--- src/rtl/pci_target_responder.sv ---
`default_nettype none
// ============================================================================
//  Module      : pci_target_responder
//  Description : PCI memory target for the inbound Amiga window. Claims a
//                single-data-phase memory cycle with medium DEVSEL decode,
//                performs one local 32-bit transfer via REQ/GNT/ACK, then
//                completes, disconnects (burst) or retries (no grant).
//  Revision    : 1.0 - initial release
// ============================================================================
module pci_target_responder #(
  parameter logic [2:0] TARGET_BASE = 3'b000,
  parameter int         RETRY_LIMIT = 16
) (
  input  logic        i_clk40,
  input  logic        i_resetn,
  input  logic        i_framen,
  input  logic        i_irdyn,
  input  logic [31:0] i_ad_in,
  input  logic [3:0]  i_cben,
  output logic        o_devseln,
  output logic        o_trdyn,
  output logic        o_stopn,
  output logic        o_target_oen,
  output logic [31:0] o_ad_out,
  output logic        o_ad_oen,
  output logic        o_par,
  output logic        o_par_oen,
  output logic        o_local_req,
  output logic        o_local_rw,
  output logic [29:0] o_local_a,
  output logic [3:0]  o_local_ben,
  output logic [31:0] o_local_dout,
  input  logic        i_local_gnt,
  input  logic        i_local_ack,
  input  logic [31:0] i_local_din
);

  typedef enum logic [2:0] {
    S_IDLE     = 3'd0,
    S_BUSY     = 3'd1,
    S_CLAIM    = 3'd2,
    S_WAIT     = 3'd3,
    S_XFER     = 3'd4,
    S_DATA     = 3'd5,
    S_STOPPING = 3'd6,
    S_TURN     = 3'd7
  } state_t;

  localparam logic [4:0] c_retry_lim = 5'(RETRY_LIMIT);
  localparam logic [4:0] c_cnt_max   = 5'h1F;

  state_t      r_state,       w_state_nxt;
  logic        r_frame_prev;
  logic [4:0]  r_cnt,         w_cnt_nxt;
  logic        r_acked,       w_acked_nxt;
  logic        r_ben_done,    w_ben_done_nxt;
  logic        r_devseln,     w_devseln_nxt;
  logic        r_trdyn,       w_trdyn_nxt;
  logic        r_stopn,       w_stopn_nxt;
  logic        r_target_oen,  w_target_oen_nxt;
  logic [31:0] r_ad_out,      w_ad_out_nxt;
  logic        r_ad_oen,      w_ad_oen_nxt;
  logic        r_par,         w_par_nxt;
  logic        r_par_oen,     w_par_oen_nxt;
  logic        r_local_req,   w_local_req_nxt;
  logic        r_local_rw,    w_local_rw_nxt;
  logic [29:0] r_local_a,     w_local_a_nxt;
  logic [3:0]  r_local_ben,   w_local_ben_nxt;
  logic [31:0] r_local_dout,  w_local_dout_nxt;

  logic w_addr_phase;
  logic w_cmd_ok;
  logic w_hit;

  // Address phase detection and window/command decode
  always_comb begin
    w_addr_phase = !i_framen && r_frame_prev;
    w_cmd_ok     = (i_cben == 4'b0110) || (i_cben == 4'b1100) ||
                   (i_cben == 4'b1110) || (i_cben == 4'b0111) ||
                   (i_cben == 4'b1111);
    w_hit        = (i_ad_in[31:29] == TARGET_BASE) &&
                   (i_ad_in[1:0] == 2'b00) && w_cmd_ok;
  end

  // State register and all registered outputs; reset returns everything idle
  always_ff @(posedge i_clk40) begin
    if (!i_resetn) begin
      r_state      <= S_IDLE;
      r_frame_prev <= 1'b1;
      r_cnt        <= 5'd0;
      r_acked      <= 1'b0;
      r_ben_done   <= 1'b0;
      r_devseln    <= 1'b1;
      r_trdyn      <= 1'b1;
      r_stopn      <= 1'b1;
      r_target_oen <= 1'b1;
      r_ad_out     <= 32'h0;
      r_ad_oen     <= 1'b1;
      r_par        <= 1'b0;
      r_par_oen    <= 1'b1;
      r_local_req  <= 1'b0;
      r_local_rw   <= 1'b1;
      r_local_a    <= 30'h0;
      r_local_ben  <= 4'hF;
      r_local_dout <= 32'h0;
    end else begin
      r_state      <= w_state_nxt;
      r_frame_prev <= i_framen;
      r_cnt        <= w_cnt_nxt;
      r_acked      <= w_acked_nxt;
      r_ben_done   <= w_ben_done_nxt;
      r_devseln    <= w_devseln_nxt;
      r_trdyn      <= w_trdyn_nxt;
      r_stopn      <= w_stopn_nxt;
      r_target_oen <= w_target_oen_nxt;
      r_ad_out     <= w_ad_out_nxt;
      r_ad_oen     <= w_ad_oen_nxt;
      r_par        <= w_par_nxt;
      r_par_oen    <= w_par_oen_nxt;
      r_local_req  <= w_local_req_nxt;
      r_local_rw   <= w_local_rw_nxt;
      r_local_a    <= w_local_a_nxt;
      r_local_ben  <= w_local_ben_nxt;
      r_local_dout <= w_local_dout_nxt;
    end
  end

  // Next-state and next-output decode; everything holds unless changed
  always_comb begin
    w_state_nxt      = r_state;
    w_cnt_nxt        = r_cnt;
    w_acked_nxt      = r_acked;
    w_ben_done_nxt   = r_ben_done;
    w_devseln_nxt    = r_devseln;
    w_trdyn_nxt      = r_trdyn;
    w_stopn_nxt      = r_stopn;
    w_target_oen_nxt = r_target_oen;
    w_ad_out_nxt     = r_ad_out;
    w_ad_oen_nxt     = r_ad_oen;
    w_par_nxt        = r_par;
    w_par_oen_nxt    = 1'b1;          // parity driven for one clock only
    w_local_req_nxt  = r_local_req;
    w_local_rw_nxt   = r_local_rw;
    w_local_a_nxt    = r_local_a;
    w_local_ben_nxt  = r_local_ben;
    w_local_dout_nxt = r_local_dout;

    case (r_state)
      S_IDLE: begin
        if (w_addr_phase) begin
          w_local_a_nxt  = i_ad_in[31:2];
          w_local_rw_nxt = ~i_cben[0];      // all accepted reads have CBE[0]=0
          w_state_nxt    = w_hit ? S_CLAIM : S_BUSY;
        end
      end

      S_BUSY: begin
        if (i_framen && i_irdyn) begin
          w_state_nxt = S_IDLE;
        end
      end

      S_CLAIM: begin
        w_target_oen_nxt = 1'b0;
        w_devseln_nxt    = 1'b0;
        if (r_local_rw) begin
          w_ad_oen_nxt    = 1'b0;
          w_local_req_nxt = 1'b1;         // reads request on entry to WAIT
        end
        w_cnt_nxt      = 5'd0;
        w_acked_nxt    = 1'b0;
        w_ben_done_nxt = 1'b0;
        w_state_nxt    = S_WAIT;
      end

      S_WAIT: begin
        // First data-phase IRDY captures byte enables; writes also need data
        if (!i_irdyn && !r_ben_done) begin
          w_ben_done_nxt  = 1'b1;
          w_local_ben_nxt = i_cben;
          if (!r_local_rw) begin
            w_local_req_nxt  = 1'b1;
            w_local_dout_nxt = i_ad_in;
          end
        end
        // Grant takes priority over an expiring counter
        if (i_local_gnt && r_local_req) begin
          w_state_nxt = S_XFER;
        end else if (r_cnt == c_retry_lim) begin
          w_local_req_nxt = 1'b0;
          w_stopn_nxt     = 1'b0;
          w_trdyn_nxt     = 1'b1;
          w_state_nxt     = S_STOPPING;
        end else if (r_cnt != c_cnt_max) begin
          w_cnt_nxt = r_cnt + 5'd1;
        end
      end

      S_XFER: begin
        if (!r_acked) begin
          if (i_local_ack) begin
            w_local_req_nxt = 1'b0;
            w_acked_nxt     = 1'b1;
            if (r_local_rw) begin
              w_ad_out_nxt = i_local_din;
            end
          end
        end else begin
          // Data is ready; a master still holding FRAME gets disconnect-with-data
          w_trdyn_nxt = 1'b0;
          if (!i_framen) begin
            w_stopn_nxt = 1'b0;
          end
          w_state_nxt = S_DATA;
        end
      end

      S_DATA: begin
        if (!i_irdyn) begin
          w_trdyn_nxt   = 1'b1;
          w_devseln_nxt = 1'b1;
          w_stopn_nxt   = i_framen;
          if (r_local_rw) begin
            w_par_nxt     = ^{r_ad_out, i_cben};
            w_par_oen_nxt = 1'b0;
          end
          w_state_nxt = S_STOPPING;
        end
      end

      S_STOPPING: begin
        if (i_framen) begin
          w_devseln_nxt = 1'b1;
          w_trdyn_nxt   = 1'b1;
          w_stopn_nxt   = 1'b1;
          w_state_nxt   = S_TURN;
        end
      end

      S_TURN: begin
        w_target_oen_nxt = 1'b1;
        w_ad_oen_nxt     = 1'b1;
        w_state_nxt      = S_IDLE;
      end

      default: begin
        w_state_nxt = S_IDLE;
      end
    endcase
  end

  assign o_devseln    = r_devseln;
  assign o_trdyn      = r_trdyn;
  assign o_stopn      = r_stopn;
  assign o_target_oen = r_target_oen;
  assign o_ad_out     = r_ad_out;
  assign o_ad_oen     = r_ad_oen;
  assign o_par        = r_par;
  assign o_par_oen    = r_par_oen;
  assign o_local_req  = r_local_req;
  assign o_local_rw   = r_local_rw;
  assign o_local_a    = r_local_a;
  assign o_local_ben  = r_local_ben;
  assign o_local_dout = r_local_dout;

endmodule
`default_nettype wire

--- config.mk ---
export PLATFORM = sky130hd
export DESIGN_NAME = pci_target_responder
export DESIGN_NICKNAME = d
export VERILOG_FILES = /design/src/rtl/pci_target_responder.sv
export SDC_FILE = /design/constraint.sdc
export NUM_CORES = 1
export LEC_CHECK = 0
export ABC_AREA = 0
export BUFFER_PORTS_ARGS = -buffer_cell sky130_fd_sc_hd__buf_2
export CAP_MARGIN = 10
export CORE_ASPECT_RATIO = 2
export CORE_MARGIN = 2
export CORE_UTILIZATION = 54
export DETAILED_ROUTE_END_ITERATION = 16
export PLACE_DENSITY = 0.93
export RECOVER_POWER = 50
export SYNTH_ARGS = -nofsm -noshare
export SYNTH_HDL_FRONTEND = slang
export SYNTH_SLANG_ARGS = --single-unit
export TNS_END_PERCENT = 10
--- constraint.sdc ---
create_clock -name i_clk40 -period 2.97 [get_ports i_clk40]
set_input_delay 0 -clock i_clk40 [delete_from_list [all_inputs] [get_ports i_clk40]]
set_output_delay 0 -clock i_clk40 [all_outputs]
set_load 0.01 [all_outputs]
# Yosys cells after proc, flatten, opt, wreduce, memory -nomap -nowiden
# Cells that the tools add are included.
[classes]
reduce_logical = 37
mux = 43
bitwise = 6
n_addsub = 1
n_eq_ne = 29
[op_table]
columns = ["cell", "n"]
rows = [
  ["36-bit parity", 1],
  ["2-bit inequality test (second input constant)", 14],
  ["3-bit one-hot mux with 8 select lines", 1],
  ["1-bit 2-to-1 mux", 22],
  ["3-bit 2-to-1 mux", 7],
  ["5-bit 2-to-1 mux", 3],
  ["3-bit equality test (second input constant)", 4],
  ["4-bit equality test (second input constant)", 3],
  ["4-bit AND reduction", 3],
  ["6-bit AND reduction", 2],
  ["5-bit one-hot mux with 2 select lines", 1],
  ["3-bit AND reduction", 3],
  ["4-bit by 3-bit equality test with 1-bit output (second input constant)", 2],
  ["1-bit one-hot mux with 2 select lines", 4],
  ["1-bit one-hot mux with 4 select lines", 2],
  ["2-bit AND reduction", 4],
  ["7-bit AND reduction", 1],
  ["3-bit by 2-bit equality test with 1-bit output (second input constant)", 2],
  ["1-bit logical AND", 6],
  ["3-bit zero test", 2],
  ["1-bit NOT", 6],
  ["1-bit one-hot mux with 3 select lines", 2],
  ["2-bit nonzero test", 3],
  ["3-bit nonzero test", 2],
  ["other kinds (11)", 16],
]
[word_totals]
reg_bits = 118
word_cells = 134
inputBits = 74
output_inout_bits = 107

# Longest topological paths before layout
# Gate-level depths: netlist of run 1.
[depth]
ltp_word = 9
depth_mapped = 9
depth_no_buf = 9

# Worst setup path after synthesis of run 1
# No wires, ideal clock.
[synth_path]
path_kind = "register -> register"
start = "reg r_cnt[0]"
end = "reg r_cnt[3]"
synth_period_minus_slack_ps = 1665
required_time_ps = 2844
arrival_ps = 1539
n_path_buf = 0
setup_time_ps = 126
path_stages_with_launch = 10
setup_slack_ps = 1305
cell_sequence = "dfxtp_1 -> ha_1 -> and3_1 -> ha_1 -> a21oi_1 -> nand2_1 -> a21oi_1 -> nand4_1 -> xor2_1 -> nor2_1"
[synth_via]
elab_chain_cells = 5
elab_cells_between_ends = 10
cone_classes = "add/sub: 1; eq/ne: 4; mux: 4; reduce/logical: 1"
[synth_rtl]
columns = ["item", "line_no", "rtl"]
rows = [
  ["from (decl)", "54", "logic [4:0] r_cnt, w_cnt_nxt;"],
  ["from (signal assigned)", "109", "r_cnt <= w_cnt_nxt;"],
  ["5-bit by 1-bit adder with 5-bit output", "195", "w_cnt_nxt = r_cnt + 5'd1;"],
  ["5-bit 2-to-1 mux", "194", "end else if (r_cnt != c_cnt_max) begin"],
  ["5-bit 2-to-1 mux", "189", "end else if (r_cnt == c_retry_lim) begin"],
  ["5-bit 2-to-1 mux", "187", "if (i_local_gnt && r_local_req) begin"],
  ["5-bit one-hot mux with 2 select lines", "148", "case (r_state)"],
]
# Several ways; a longest one is shown, not always the timed one. The select of a mux whose other input is x is not followed.
# A chain may end at the register's enable or synchronous reset.

# Worst setup path in the final report of run 1
[layout_path]
start = "reg r_state[0]"
end = "reg r_ad_out[19] (netlist: o_ad_out[19])"
[layout_via]
elab_chain_cells = 2
[layout_rtl]
columns = ["item", "line_no", "rtl"]
rows = [
  ["from (decl)", "52", "state_t r_state, w_state_nxt;"],
  ["from (signal assigned)", "107", "r_state <= w_state_nxt;"],
  ["3-bit equality test", "148", ""],
  ["4-bit AND reduction (no line)", "n/a", ""],
  ["to (signal assigned)", "116", "r_ad_out <= w_ad_out_nxt;"],
  ["to (decl)", "61", "logic [31:0] r_ad_out, w_ad_out_nxt;"],
]
# Every way passes these cells.

==> out/results.md, run 1 <==
| Stage | Parameter | This run |
|---|---|---|
| outcome | Status | finished clean |
| worst setup path | Worst Setup Path Type | flip-flop to flip-flop |
| flow run | Max Cap Viol | 0 |
| detailed routing | Detailed-route vias per instance | 5.56 |
| timing | Final clock skew | 6.73 ps |
| floorplan | Floorplan core area | 0.00926 mm2 |
| yosys | Number of warning messages in the yosys log | 0 |
| floorplan | Die H | 141 um |
| placement | IO Port Bufs | 180 |
| clock tree | TritonCTS clock tree | yes |
| layout | Final standard cell utilization of the core | 0.767 |
| floorplan | Std cell rows | 50 |
| worst setup path | WP data arrival | 2840 ps |
| yosys | Number of enable-type register cells in the synthesized netlist | 0 |
| yosys | Share of synthesized area occupied by flip-flops and latches | 0.466 |
| floorplan | Chip Width | 72.5 um |
| layout | Share of layout cells above drive strength 1 | 0.135 |
| detailed routing | Number of DRC markers in iteration 0 | 314 |
| detailed routing | Vias after detailed routing | 5301 |
| grt | Remaining global-route overflow | 0 |
| clock tree | Clock H-tree levels | 4 |
| grt | Total GRT Usage | 0.334 |
| clock tree | TritonCTS Sinks | 118 |
| placement | Routability-driven placement congestion ratio | 0.993 |
| detailed routing | Total detailed-routing wirelength | 16900 um |
| layout | Final non-filler cell area | 0.00710 mm2 |
| clock tree | Clock network latency to the later pin of the worst-skew pair | 410 ps |
| yosys | Synth Register Bits | 118 |
| worst setup path | Worst-path cell chain | inv_1 -> and2_1 -> nand3b_1 -> or2_2 -> nand2_1 -> a21boi_0 |
| timing | Total negative slack for setup checks | 0 ps |
| timing | Relative slew slack | 0.459 |
| placement | Total half-perimeter wirelength after legalization and detailed placement | 9510 um |
| floorplan | Boundary pin count | 181 |
| worst setup path | Cell with the largest stage delay on the worst path | sky130_fd_sc_hd__dfxtp_1 |
| timing | Transition at the pin with the smallest max-transition slack | 812 ps |
| layout | Most common cell after layout, fill and taps aside | sky130_fd_sc_hd__nand2_1 |
| floorplan | Die ar. | 0.0102 mm2 |
| grt | Wire length of the first global-routing pass | 26100 um |
| clock tree | CTS Root Cell | sky130_fd_sc_hd__clkbuf_16 |
| layout | Commonest cells after routing, fill and taps aside | 209 x sky130_fd_sc_hd__nand2_1, 118 x sky130_fd_sc_hd__dfxtp_1, 109 x sky130_fd_sc_hd__clkbuf_1 |
| clock tree | Number of gates resized after CTS | 0 |
| worst setup path | Worst stage delay on the critical path | 660 ps |
| worst setup path | Required time at the worst-slack endpoint | 3280 ps |
| grt | Number of antenna violations at the first check in global routing | 0 |
| timing | Final setup violation count | 0 |
| yosys | Synthesized netlist cell count | 600 |
| detailed routing | Detail Route Antenna Nets | 0 |
| timing | Minimum clock period | 2530 ps |
| worst setup path | Beginning of the worst register-to-register path | r_state[0] |
| detailed routing | Routed len/inst | 17.8 um |
| layout | NumNets Final | 918 |
| clock tree | Setup Fix Bufs, Post-CTS | 0 |
| layout | Antenna Diode Count | 0 |
| worst setup path | Crit-path max FO | 32 |
| clock tree | Max Root-Sink Buffers | 2 |
| worst hold path | Hold_sp | i_irdyn |
| timing | Unrepaired setup endpoints after global routing | no |
| timing | Hold violation total from the final report | 0 |
| layout | P&R area growth vs syn | 40.2% |
| timing | FMAX | 396 MHz |
| yosys | Async SR Flop Fraction | 0 |
| worst hold path | Worst Hold Class | input pin to flip-flop |
| yosys | Syn Std Cell Area | 0.00507 mm2 |
| worst setup path | Kind of end point of the critical path | flip-flop |
| power | Pwr dens | 659 mW/mm2 |
| detailed routing | DR DRC count | 0 |
| clock tree | Clock-pin slew on the worst setup and hold paths | 60 ps |
| yosys | Commonest register cell after synthesis | sky130_fd_sc_hd__dfxtp_1 |
| yosys | Average instance area after synthesis | 8.44 um2 |
| yosys | Syn nets | 682 |
| worst setup path | CP delay by family, top | simple AND/OR/NAND/NOR gates |
| power | Peak ir drop on the vdd network | 0.520 mV |
| detailed routing | Pre-Repair DR Iteration Count | 5 |
| timing | Max-slew violation total from the final report | 0 |
| grt | Via count of the first global-routing pass | 5415 |
| placement | Post-detailed-placement cell area | 0.00597 mm2 |
| clock tree | Number of CTS-inserted buffers | 17 |
| floorplan | Starting density of the core | 0.547 |
| grt | Pin count of the biggest net entering global routing | 66 |
| worst setup path | First element of the critical path | r_state[0] |
| power | Lkg Pwr | 2.72 nW |
| yosys | Distinct cells, synth | 43 |
| worst setup path | Buf+Inv Stages, Crit Path | 1 |
| timing | Period Utilization, post-route | 0.850 |
| worst setup path | Worst Setup Start Kind | flip-flop |
==> state kept, by name (all words and copies together) (netlist names) <==
register      count
o_ad_oen          1
o_par             1
o_devseln         1
r_acked           1
o_local_rw        1
o_local_a        30
r_ben_done        1
o_local_ben       4
o_par_oen         1
r_frame_prev      1
o_stopn           1
o_local_req       1
r_state           3
r_cnt             5
o_trdyn           1
o_ad_out         32
o_target_oen      1
o_local_dout     32
==> logic make-up after synthesis <==
family,synth area share
adder cells (fa/ha/maj),0.0198
AO/OA/AOI/OAI,0.189
flip-flops,0.466
multiplexers,0.00790
AND/OR/NAND/NOR,0.212
XOR/XNOR,0.0632
buffers and inverters,0.0422
==> timing repair <==
action                                 CTS  global route
setup endpoints to repair                0             0
hold buffers                            69             0
endpoints found under the hold margin  101             0
==> final timing paths <==
path / end / slack (ps) / depth (start not counted)
hold / removal: r_ben_done / 20 / 4
setup / recovery: o_ad_out[19] / 440 / 6
setup reg to reg: o_ad_out[19] / 440 / 6
hold reg to reg: o_local_dout[20] / 460 / 2
==> tightest hold or removal path, stage by stage <==
cell                     delay (ps)
sky130_fd_sc_hd__buf_2          170
sky130_fd_sc_hd__nor2_1          70
sky130_fd_sc_hd__nor2_1          90
sky130_fd_sc_hd__nor2_1          50
==> layout make-up <==
class | count | area [um2]
clock buffers | 19 | 443
clock inverters | 13 | 131
fillers | 622 | 2160
inverters | 8 | 30.0
multi-input cells | 436 | 2490
flip-flops and latches | 118 | 2360
well taps | 104 | 130
repair buffers | 255 | 1510
==> cell usage after synthesis, types with 4 or more instances <==
cell type,n,area (um2)
sky130_fd_sc_hd__dfxtp_1,118,2360
sky130_fd_sc_hd__a21boi_0,65,488
sky130_fd_sc_hd__ha_1,8,100
sky130_fd_sc_hd__nand2_1,209,785
sky130_fd_sc_hd__inv_1,7,26.3
sky130_fd_sc_hd__clkbuf_1,24,90.1
sky130_fd_sc_hd__a21boi_1,31,233
sky130_fd_sc_hd__and3_1,4,25.0
sky130_fd_sc_hd__o21ai_0,10,50.1
sky130_fd_sc_hd__xnor2_1,28,245
sky130_fd_sc_hd__a21oi_1,14,70.1
sky130_fd_sc_hd__mux2i_1,4,40.0
sky130_fd_sc_hd__nor2b_1,5,31.3
sky130_fd_sc_hd__nor2_1,14,52.6
sky130_fd_sc_hd__xor2_1,6,52.6
sky130_fd_sc_hd__buf_2,9,45.0
==> power by group <==
part           internal, W  total [W]  switching [W]  leakage [nW]
logic             0.000360   0.000856       0.000497          1.49
clock network      0.00125    0.00198       0.000735         0.271
registers          0.00170    0.00184       0.000139         0.956
total              0.00331    0.00468        0.00137          2.72
==> metal layers <==
layer,vias up,track usage,share of wire
li1,2432,-,-
met1,2511,0.307,0.34
met2,287,0.625,0.55
met3,71,0.101,0.068
met4,0,0.186,0.048
met5,-,0,0
==> per-stage QoR <==
step                      cells  hold WS, ps  setup WS (ps)  power, W
after global routing        953         45.9            296   0.00487
after CTS                   953         2.17            692   0.00469
final                       953         18.3            445   0.00468
after global placement      852          250            741   0.00263
after detailed placement    852          257            727   0.00265
after floorplan             600          128           1300   0.00235
Power figures use the tool's default switching activity.
==> run 2, diff against run 1 <==
PLACE_DENSITY = 0.86   (was 0.93)
SLEW_MARGIN = 30   (was not set)
==> run 2 against run 1 <==
  * Maximum frequency fell by 0.56%
  * Total power rose by 8.1%
  * Critical path depth unchanged
  * First-iteration DRC count decreased by 20%
  * Hold slack gained 3.7 ps
  * Via count shrank 2.5%
  * Die area did not move
  * Flip-flop and latch count is the same
  * Non-clock buffer count stayed put
  * Critical endpoint is now o_ad_out[14]
==> out/results.md, run 2 (same netlist as run 1, synthesis figures left out) <==
| Stage | Parameter | This run | Delta |
|---|---|---|---|
| outcome | Status | finished clean |  |
| detailed routing | Total detailed-routing wirelength | 15900 um | -6.0% |
| clock tree | Number of CTS-inserted buffers | 17 | unchanged |
| timing | Final clock skew | 11.5 ps | +4.76 ps |
| flow run | Max Cap Viol | 0 | unchanged |
| detailed routing | DR DRC count | 0 | unchanged |
| layout | FILL cells | 627 | +0.80% |
| detailed routing | Pre-Repair DR Iteration Count | 5 | unchanged |
| timing | Transition at the pin with the smallest max-transition slack | 779 ps | -33.0 ps |
| clock tree | Clock network latency to the later pin of the worst-skew pair | 410 ps | about the same |
| clock tree | Clock H-tree levels | 4 | unchanged |
| detailed routing | Vias after detailed routing | 5168 | -2.5% |
| timing | FMAX | 394 MHz | -0.56% |
| layout | Antenna Diode Count | 0 | unchanged |
| detailed routing | Detailed-route vias per instance | 5.42 | -2.5% |
| grt | Wire length of the first global-routing pass | 25100 um | -4.1% |
| grt | Number of antenna violations at the first check in global routing | 0 | unchanged |
| clock tree | Setup Fix Bufs, Post-CTS | 0 | unchanged |
| worst hold path | Worst Hold Class | input pin to flip-flop |  |
| timing | Period Utilization, post-route | 0.855 | +0.00476 |
| floorplan | Die ar. | 0.0102 mm2 | unchanged |
| timing | Final setup violation count | 0 | unchanged |
| power | Peak ir drop on the vdd network | 0.465 mV | -11% |
| worst setup path | Worst stage delay on the critical path | 640 ps | -20 ps |
| timing | Hold violation total from the final report | 0 | unchanged |
| clock tree | TritonCTS clock tree | yes |  |
| grt | Remaining global-route overflow | 0 | unchanged |
| layout | Most common cell after layout, fill and taps aside | sky130_fd_sc_hd__nand2_1 |  |
| clock tree | Clock-pin slew on the worst setup and hold paths | 60 ps | about the same |
| floorplan | Chip Width | 72.5 um | unchanged |
| timing | Worst hold slack | 22.0 ps | +3.73 ps |
| clock tree | Max Root-Sink Buffers | 2 | unchanged |
| timing | Max-slew violation total from the final report | 0 | unchanged |
| worst setup path | Cell with the largest stage delay on the worst path | sky130_fd_sc_hd__dfxtp_1 |  |
| detailed routing | Detail Route Antenna Nets | 0 | unchanged |
| floorplan | Die H | 141 um | unchanged |
| grt | Pin count of the biggest net entering global routing | 68 | +3.0% |
| worst setup path | Worst-path cell chain | inv_1 -> and2_1 -> nand3b_1 -> or2_2 -> nand2_1 -> a21boi_0 |  |
| grt | Total GRT Usage | 0.317 | -0.0168 |
| worst setup path | Buf+Inv Stages, Crit Path | 1 | unchanged |
| timing | Minimum clock period | 2540 ps | +14.1 ps |
| worst setup path | WP data arrival | 2820 ps | -20 ps |
| detailed routing | Number of DRC markers in iteration 0 | 250 | -20% |
| layout | Share of layout cells above drive strength 1 | 0.137 | +0.00118 |
| floorplan | Starting density of the core | 0.547 | unchanged |
| placement | Total half-perimeter wirelength after legalization and detailed placement | 9290 um | -2.3% |
| timing | Final worst slack | 431 ps | -14.1 ps |
| worst setup path | Kind of end point of the critical path | flip-flop |  |
| placement | Placement Setup Slack | 753 ps | +26.9 ps |
| worst setup path | Worst Setup Start Kind | flip-flop |  |
| power | Pwr dens | 702 mW/mm2 | +6.5% |
| layout | Commonest cells after routing, fill and taps aside | 209 x sky130_fd_sc_hd__nand2_1, 118 x sky130_fd_sc_hd__dfxtp_1, 108 x sky130_fd_sc_hd__clkbuf_1 |  |
| floorplan | Std cell rows | 50 | unchanged |
| floorplan | Floorplan core area | 0.00926 mm2 | unchanged |
| detailed routing | Routed len/inst | 16.7 um | -6.0% |
| layout | NumNets Final | 918 | unchanged |
| clock tree | CTS Hold Bufs | 69 | unchanged |
| clock tree | Number of gates resized after CTS | 0 | unchanged |
| clock tree | TritonCTS Sinks | 118 | unchanged |
| worst setup path | Crit-path max FO | 32 | unchanged |
| layout | P&R area growth vs syn | 42.4% |  |
| worst setup path | CP delay by family, top | simple AND/OR/NAND/NOR gates |  |
| timing | Unrepaired setup endpoints after global routing | no |  |
| power | Post-layout total power | 0.00506 W | +8.1% |
| placement | IO Port Bufs | 180 | unchanged |
| worst setup path | Worst Setup Path Type | flip-flop to flip-flop |  |
| placement | Routability-driven placement congestion ratio | 0.893 | -10% |
| floorplan | Boundary pin count | 181 | unchanged |
| timing | Total negative slack for setup checks | 0 ps | unchanged |
| clock tree | CTS Root Cell | sky130_fd_sc_hd__clkbuf_16 |  |
| power | Lkg Pwr | 2.78 nW | +2.2% |
| worst setup path | Required time at the worst-slack endpoint | 3250 ps | -30 ps |
| grt | Via count of the first global-routing pass | 5334 | -1.5% |
| timing | Relative slew slack | 0.481 | +0.0220 |
==> run 2: changes by cell type in the layout (fill, tap and decap cells not counted), sizes merged <==
| cell | delta |
|---|---|
| bufinv | +4 |
| clkbuf | -1 |
| clkinv | -1 |
| clkinvlp | -4 |
| inv | +2 |
==> run 2: worst paths after layout <==
kind                                  startpoint                to  slack [ps]  depth (start not counted)
worst max register to register        r_state[0]      o_ad_out[14]         430                          6
worst min-delay path                 i_local_gnt       o_local_req          20                          4
worst max-delay path                  r_state[0]      o_ad_out[14]         430                          6
worst min register to register  o_local_dout[18]  o_local_dout[18]         450                          2
==> run 2: area by class of cell <==
| type | instances | area [um2] | area share |
|---|---|---|---|
| Clock buffer | 18 | 439 | 0.0609 |
| Multi-Input combinational cell | 436 | 2490 | 0.346 |
| Timing Repair Buffer | 255 | 1510 | 0.210 |
| Tap cell | 104 | 130 | 0.0180 |
| Sequential cell | 118 | 2360 | 0.327 |
| Inverter | 8 | 30.0 | 0.00416 |
| Clock inverter | 14 | 245 | 0.0340 |
==> run 2: worst min-delay path, stage by stage <==
cell and delay (ps):
sky130_fd_sc_hd__buf_2 130, sky130_fd_sc_hd__nor2_1 50, sky130_fd_sc_hd__nor2_1 80, sky130_fd_sc_hd__o311a_1 140
==> run 2: power by group <==
part	internal [W]	switching [W]
Combinational	0.000360	0.000486
Sequential	0.00170	0.000133
Clock	0.00161	0.000773
Total	0.00367	0.00139
==> run 2: layer usage <==
layer	wire [um]	vias up	global-route usage
li1	-	2441	-
met1	5360	2433	0.304
met2	8890	242	0.594
met3	1080	52	0.0908
met4	578	0	0.156
met5	0	-	0
==> run 2: metrics by stage <==
stage	instance area, um2	std cells	util
floorplan	5070	600	-
detailed placement	5970	852	0.645
global route	7210	953	0.779
finish	7210	953	0.779
CTS	7350	953	0.794
global placement	5970	852	0.645
